===== src/rtl/cfu_pkg.sv =====
`default_nettype none
// ---------------------------------------------------------------------------
// cfu_pkg : shared types and helpers for the custom-0 sequencer  | rev 1.0
// ---------------------------------------------------------------------------
package cfu_pkg;

  typedef enum logic [2:0] {
    S_IDLE = 3'd0,
    S_SUB  = 3'd1,
    S_MUL  = 3'd2,
    S_ADD  = 3'd3,
    S_IACC = 3'd4,
    S_RESP = 3'd5
  } state_t;

  localparam logic [2:0] F3_MAC  = 3'd0;
  localparam logic [2:0] F3_DSQA = 3'd2;

  // Subtraction on the adder is done by flipping the IEEE-754 sign bit.
  function automatic logic [31:0] fp_neg(input logic [31:0] x);
    return {~x[31], x[30:0]};
  endfunction

endpackage
`default_nettype wire


===== src/rtl/cfu_wdt.sv =====
`default_nettype none
// ---------------------------------------------------------------------------
// cfu_wdt : 8-bit request watchdog, flags the TIMEOUT-th unacked cycle | rev 1.0
// ---------------------------------------------------------------------------
module cfu_wdt #(
  parameter int TIMEOUT = 255
) (
  input  logic clk,
  input  logic n_reset,
  input  logic clr,
  input  logic en,
  output logic expired
);

  logic [7:0] count;

  always_ff @(posedge clk or negedge n_reset) begin
    if (!n_reset) begin
      count <= 8'd0;
    end else if (clr) begin
      count <= 8'd0;
    end else if (en && (count != 8'hFF)) begin
      count <= count + 8'd1;
    end
  end

  // count holds the number of earlier unacked cycles, so this cycle is the TIMEOUT-th
  assign expired = en & (count == 8'(TIMEOUT - 1));

endmodule
`default_nettype wire


===== src/rtl/cfu_seq.sv =====
`default_nettype none
// ---------------------------------------------------------------------------
// cfu_seq : custom-0 sequencer, DSQA / MAC16 over shared FP adder + multiplier | rev 1.0
// ---------------------------------------------------------------------------
module cfu_seq
  import cfu_pkg::*;
#(
  parameter int TIMEOUT = 255
) (
  input  logic        clk,
  input  logic        n_reset,
  input  logic        flush,
  input  logic        ins_valid,
  output logic        ins_ready,
  input  logic [2:0]  ins_funct3,
  input  logic [31:0] ins_rs1,
  input  logic [31:0] ins_rs2,
  input  logic [31:0] ins_acc,
  output logic        res_valid,
  input  logic        res_ready,
  output logic [31:0] res_data,
  output logic        res_err,
  output logic        fadd_req,
  output logic [31:0] fadd_a,
  output logic [31:0] fadd_b,
  input  logic        fadd_ack,
  input  logic [31:0] fadd_res,
  output logic        fmul_req,
  output logic        fmul_int,
  output logic [31:0] fmul_a,
  output logic [31:0] fmul_b,
  input  logic        fmul_ack,
  input  logic [31:0] fmul_res,
  output logic        busy
);

  state_t      state;
  logic [31:0] acc;
  logic [31:0] prod;
  logic        mac_op;

  logic fadd_take;
  logic fmul_take;
  logic wdt_en;
  logic wdt_clr;
  logic wdt_expired;

  // Acks are only honoured while the matching request is outstanding.
  assign fadd_take = fadd_req & fadd_ack;
  assign fmul_take = fmul_req & fmul_ack;

  // Counting restarts whenever a request completes or none is pending, i.e. on each state entry.
  assign wdt_en  = (fadd_req & ~fadd_ack) | (fmul_req & ~fmul_ack);
  assign wdt_clr = flush | fadd_take | fmul_take | ~(fadd_req | fmul_req);

  cfu_wdt #(
    .TIMEOUT (TIMEOUT)
  ) u_wdt (
    .clk     (clk),
    .n_reset (n_reset),
    .clr     (wdt_clr),
    .en      (wdt_en),
    .expired (wdt_expired)
  );

  assign ins_ready = (state == S_IDLE) & ~flush;
  assign busy      = (state != S_IDLE);

  always_ff @(posedge clk or negedge n_reset) begin
    if (!n_reset) begin
      state     <= S_IDLE;
      acc       <= 32'd0;
      prod      <= 32'd0;
      mac_op    <= 1'b0;
      res_valid <= 1'b0;
      res_data  <= 32'd0;
      res_err   <= 1'b0;
      fadd_req  <= 1'b0;
      fadd_a    <= 32'd0;
      fadd_b    <= 32'd0;
      fmul_req  <= 1'b0;
      fmul_int  <= 1'b0;
      fmul_a    <= 32'd0;
      fmul_b    <= 32'd0;
    end else if (flush) begin
      state     <= S_IDLE;
      res_valid <= 1'b0;
      res_err   <= 1'b0;
      fadd_req  <= 1'b0;
      fmul_req  <= 1'b0;
      fmul_int  <= 1'b0;
    end else if (wdt_expired) begin
      state     <= S_RESP;
      fadd_req  <= 1'b0;
      fmul_req  <= 1'b0;
      res_valid <= 1'b1;
      res_err   <= 1'b1;
      res_data  <= acc;
    end else begin
      case (state)
        S_IDLE: begin
          if (ins_valid) begin
            acc    <= ins_acc;
            mac_op <= (ins_funct3 == F3_MAC);
            case (ins_funct3)
              F3_DSQA: begin
                state    <= S_SUB;
                fadd_req <= 1'b1;
                fadd_a   <= ins_rs1;
                fadd_b   <= fp_neg(ins_rs2);
              end
              F3_MAC: begin
                state    <= S_MUL;
                fmul_req <= 1'b1;
                fmul_int <= 1'b1;
                fmul_a   <= {16'd0, ins_rs1[15:0]};
                fmul_b   <= {16'd0, ins_rs2[15:0]};
              end
              default: begin
                state     <= S_RESP;
                res_valid <= 1'b1;
                res_err   <= 1'b1;
                res_data  <= ins_acc;
              end
            endcase
          end
        end

        S_SUB: begin
          if (fadd_take) begin
            state    <= S_MUL;
            fadd_req <= 1'b0;
            fmul_req <= 1'b1;
            fmul_int <= 1'b0;
            fmul_a   <= fadd_res;
            fmul_b   <= fadd_res;
          end
        end

        S_MUL: begin
          if (fmul_take) begin
            fmul_req <= 1'b0;
            fmul_int <= 1'b0;
            prod     <= fmul_res;
            if (mac_op) begin
              state <= S_IACC;
            end else begin
              state    <= S_ADD;
              fadd_req <= 1'b1;
              fadd_a   <= acc;
              fadd_b   <= fmul_res;
            end
          end
        end

        S_ADD: begin
          if (fadd_take) begin
            state     <= S_RESP;
            fadd_req  <= 1'b0;
            res_valid <= 1'b1;
            res_err   <= 1'b0;
            res_data  <= fadd_res;
          end
        end

        S_IACC: begin
          state     <= S_RESP;
          res_valid <= 1'b1;
          res_err   <= 1'b0;
          res_data  <= acc + prod;
        end

        S_RESP: begin
          if (res_ready) begin
            state     <= S_IDLE;
            res_valid <= 1'b0;
            res_err   <= 1'b0;
          end
        end

        default: state <= S_IDLE;
      endcase
    end
  end

endmodule
`default_nettype wire


===== config.mk =====
export PLATFORM = sky130hd
export DESIGN_NAME = cfu_seq
export DESIGN_NICKNAME = d
export VERILOG_FILES = /design/src/rtl/cfu_pkg.sv /design/src/rtl/cfu_wdt.sv /design/src/rtl/cfu_seq.sv
export SDC_FILE = /design/constraint.sdc
export NUM_CORES = 1
export LEC_CHECK = 0
export CAP_MARGIN = 20
export CORE_AREA = 2 2 137 193
export DETAILED_ROUTE_END_ITERATION = 10
export DIE_AREA = 0 0 139 195
export PLACE_DENSITY = 0.9
export SLEW_MARGIN = 15
export SYNTH_ARGS = -nofsm -noshare
export SYNTH_HDL_FRONTEND = slang
export SYNTH_HIERARCHICAL = 1
export SYNTH_SLANG_ARGS = --single-unit

===== constraint.sdc =====
create_clock -name clk -period 3.3 [get_ports clk]
set_input_delay 0.66 -clock clk [delete_from_list [all_inputs] [get_ports clk]]
set_output_delay 0.66 -clock clk [all_outputs]
set_load 0.1 [all_outputs]

==> flow_summary.toml, run 1 <==
[cts]
post_cts.repair.setup_buffers = 0
htree_depth = 1
clock_latency_ps = 540
numClockSinks = 225
root_buffer = "clkbuf_16"
clock_tree_from_tritoncts = "done"
cts_inserted_buffers = 23
post_cts_hold_buffer_count = 0
cts.path.max_buffers = 3
postCtsResizedCells = 0
worst_setup_hold_path_clk_slew_ps = 60

[synthesis]
syn-cell-area_sq_um = 12300
post_synth_and_or_nand_nor_area_fraction_pct = 13.45
synth-async-reset-ratio_pct = 100.0
synth.yosys.seq_area_share_pct = 45.76
synth_fa_ha_area_share_pct = 3.519
synth.net_count = 1499
synth_compound_gate_area_share_pct = 19.04
synthMostInstantiatedCell = "dfrtp_1"
synth_top_area_cell = "dfrtp_1"
dominantRegCellSynth = "dfrtp_1"
xor_xnor_share_of_the_synthesized_area_pct = 1.709
number_of_instances_in_the_synthesized_netlist = 1295
fraction_of_post_synthesis_cell_area_in_the_top_cell_type_by_area_pct = 45.76
most_used_standard_cells_in_the_synthesized_netlist = "225 x dfrtp_1, 167 x a21oi_1, 136 x nand2_1"
post_synthesis_mux_area_share_pct = 11.42
yosys.cell_types.count = 70
largest_cells_by_area_after_synthesis = "dfrtp_1 46%, a21oi_1 6.8%, mux2_2 6.1%"
largest_family_of_logic_cells_by_synthesized_area = "compound AO/OA/AOI/OAI gates"
synth.ff_latch_count = 225
synth-edff-count = 0
yosysWarningCount = 6
postSynthAreaPerCell_sq_um = 9.500

[global_routing]
grt_util_all_layers_pct = 28.58
first_global_vias = 11590
number_of_antenna_violations_at_the_first_check_in_global_routing = 1
grt.overflow.total = 0
grt_max_degree = 88
wire_length_of_the_first_global_routing_pass_mm = 62.73

[critical_path]
max_stage_delay_ps = 480
worst_ep_required_time_ps = 3710
cp_slowest_cell = "a211oi_1"
crit_end_category = "flop"
crit_type = "flop to flop"
critical_path.startpoint = "acc[1]$_DFFE_PN0P_"
cp_cell_sequence = "ha_1 > a211oi_1 > o21ai_1 > o21ai_2 > a2111oi_2 > or2_2 > a31oi_1 > xor2_1 > o22ai_1 > a22o_1"
timing.critical_path.from_type = "flop"
worstPathMaxFanout = 5
critical-path-top-delay-family = "compound AO/OA/AOI/OAI gates"
critPathBufInv = 0
timing.critical_path.arrival_ps = 3530
regToRegStartpoint = "acc[1]$_DFFE_PN0P_"

[run]
cap_violations = 0

[detailed_routing]
first_iter_violations = 966
route.detailed.drc = 0
wl_mm = 40.26
routed-via-count = 11410
route.detailed.wl_per_inst_um = 20.84
detail_route.first_pass.iterations = 6
viasPerCell = 5.905
route.antenna.remaining_nets = 0

[timing]
final_min_period_over_clock_period_pct = 94.67
maxSlewViolCount = 0
final.setup.worst_slack_ps = 176.0
worst-slew-pin-transition_ps = 926.4
timing.final.hold_violations = 0
fmax_mhz = 320.1
timing.final.crit_period_ps = 3124
relative_max_transition_margin_pct = 38.17
grt_setup_unrepaired = "true"
worst_hold_slack_ps = 115.9
setup_viol = 0
final.setup_skew_ps = 23.06

[layout]
area_delta_synth_final_pct = 32.56
layout.filler_cells = 2024
final_net_count = 1800
fin_area_sq_um = 16310
drive_above_1_share_pct = 20.78

[min_path]
min-delay-path-class = "input pin to asynchronous set/reset pin"

[status]
run_status = "finished, final reports clean"

[floorplan]
std_cell_rows = 69
placeableCoreArea_sq_um = 25210
design.die.area_sq_um = 27110
initial_core_util_pct = 48.80
i_o_pin_count = 337
horiz_die_dim_um = 139
die_height_um = 195

[placed_design]
dp_hpwl_mm = 29.87
place_ws_ps = 172.3
finalWeightedCongestion = 0.9129
placed_cell_area_sq_um = 15570
portBuffers = 336
worst register-to-register path, stage by stage (launching register included):
cell and delay (ps):
dfrtp_1 430, ha_1 330, a211oi_1 480, o21ai_1 240
o21ai_2 260, a2111oi_2 130, or2_2 350, a31oi_1 210
xor2_1 250, o22ai_1 130, a22o_1 220
metal layers:
| metal | part of all wire [%] | vias up | track usage [%] |
|---|---|---|---|
| met2 | 51 | 505 | 50.43 |
| met4 | 4.9 | 0 | 13.17 |
| li1 | - | 5251 | - |
| met5 | 0 | - | 0 |
| met3 | 6.1 | 123 | 4.095 |
| met1 | 38 | 5529 | 34.55 |
state kept, by name, summed over array words and instances (netlist names), 3 cells and up:
register and count:
acc 32, fadd_b 32, prod 32, fmul_a 32, res_data 32, fmul_b 16
u_wdt/count 8, state 3, fadd_a 32
cell type report:
cell class | instances | area (sq um) | share of cell area, %
antenna | 1 | 2.502 | 0.01534
tap | 319 | 399.1 | 2.447
clock inverter | 7 | 77.57 | 0.4756
clock buffer | 34 | 646.9 | 3.966
timing repair buffer | 375 | 3343 | 20.50
sequential | 225 | 5630 | 34.52
inverter | 26 | 97.59 | 0.5984
multi-input combinational | 945 | 6112 | 37.48
cell usage in the layout (no fill, tap or decap), types with 18 or more instances in the layout:
master           count
nand3_1             31
nand2_1            136
a221oi_1            18
o21ai_0             94
mux2i_1             65
dfrtp_1            225
buf_4              198
clkbuf_16           23
a21oi_1            164
clkdlybuf4s50_1    168
inv_1               26
mux2_2              67
nor2_1             106
ha_1                33
stage by stage:
step | std cells | TNS [ps] | util [%]
floorplan | 1295 | 0 | -
global placement | 1890 | 0 | 61.76
detailed placement | 1890 | 0 | 61.76
CTS | 1931 | 0 | 64.64
global route | 1932 | -25.20 | 64.70
finish | 1932 | 0 | 64.70
worst paths after layout:
path,cells past startpoint,endpoint,slack [ps]
max,10,res_data[23]$_DFFE_PN0P_,180
min,1,fadd_b[26]$_DFFE_PN0P_,120
max reg2reg,10,res_data[23]$_DFFE_PN0P_,180
min reg2reg,2,res_data[17]$_DFFE_PN0P_,470
max in group asynchronous,2,u_wdt/count[5]$_DFFE_PN0P_,2360
min in group clk,2,res_data[17]$_DFFE_PN0P_,470
kinds of logic (layout without fill, tap and decap cells):
kind of cell / Yosys count / after routing
buffers and inverters: 125 / 442
XOR/XNOR: 24 / 24
other: 0 / 1
AO/OA/AOI/OAI: 388 / 388
adder cells (fa/ha/maj): 34 / 34
multiplexers: 132 / 132
AND/OR/NAND/NOR: 367 / 367
flip-flops: 225 / 225
Power of run 1 is not shown: default switching activity piles up to over one toggle a cycle in this logic, so the estimate is an artifact.
==> run 2, diff against run 1 <==
Settings changed: CAP_MARGIN 20 to 5.
==> results of run 2 <==
No change in the layout: final DEF, timing and power equal those of run 1.
Power of run 2 is left out for the same reason.
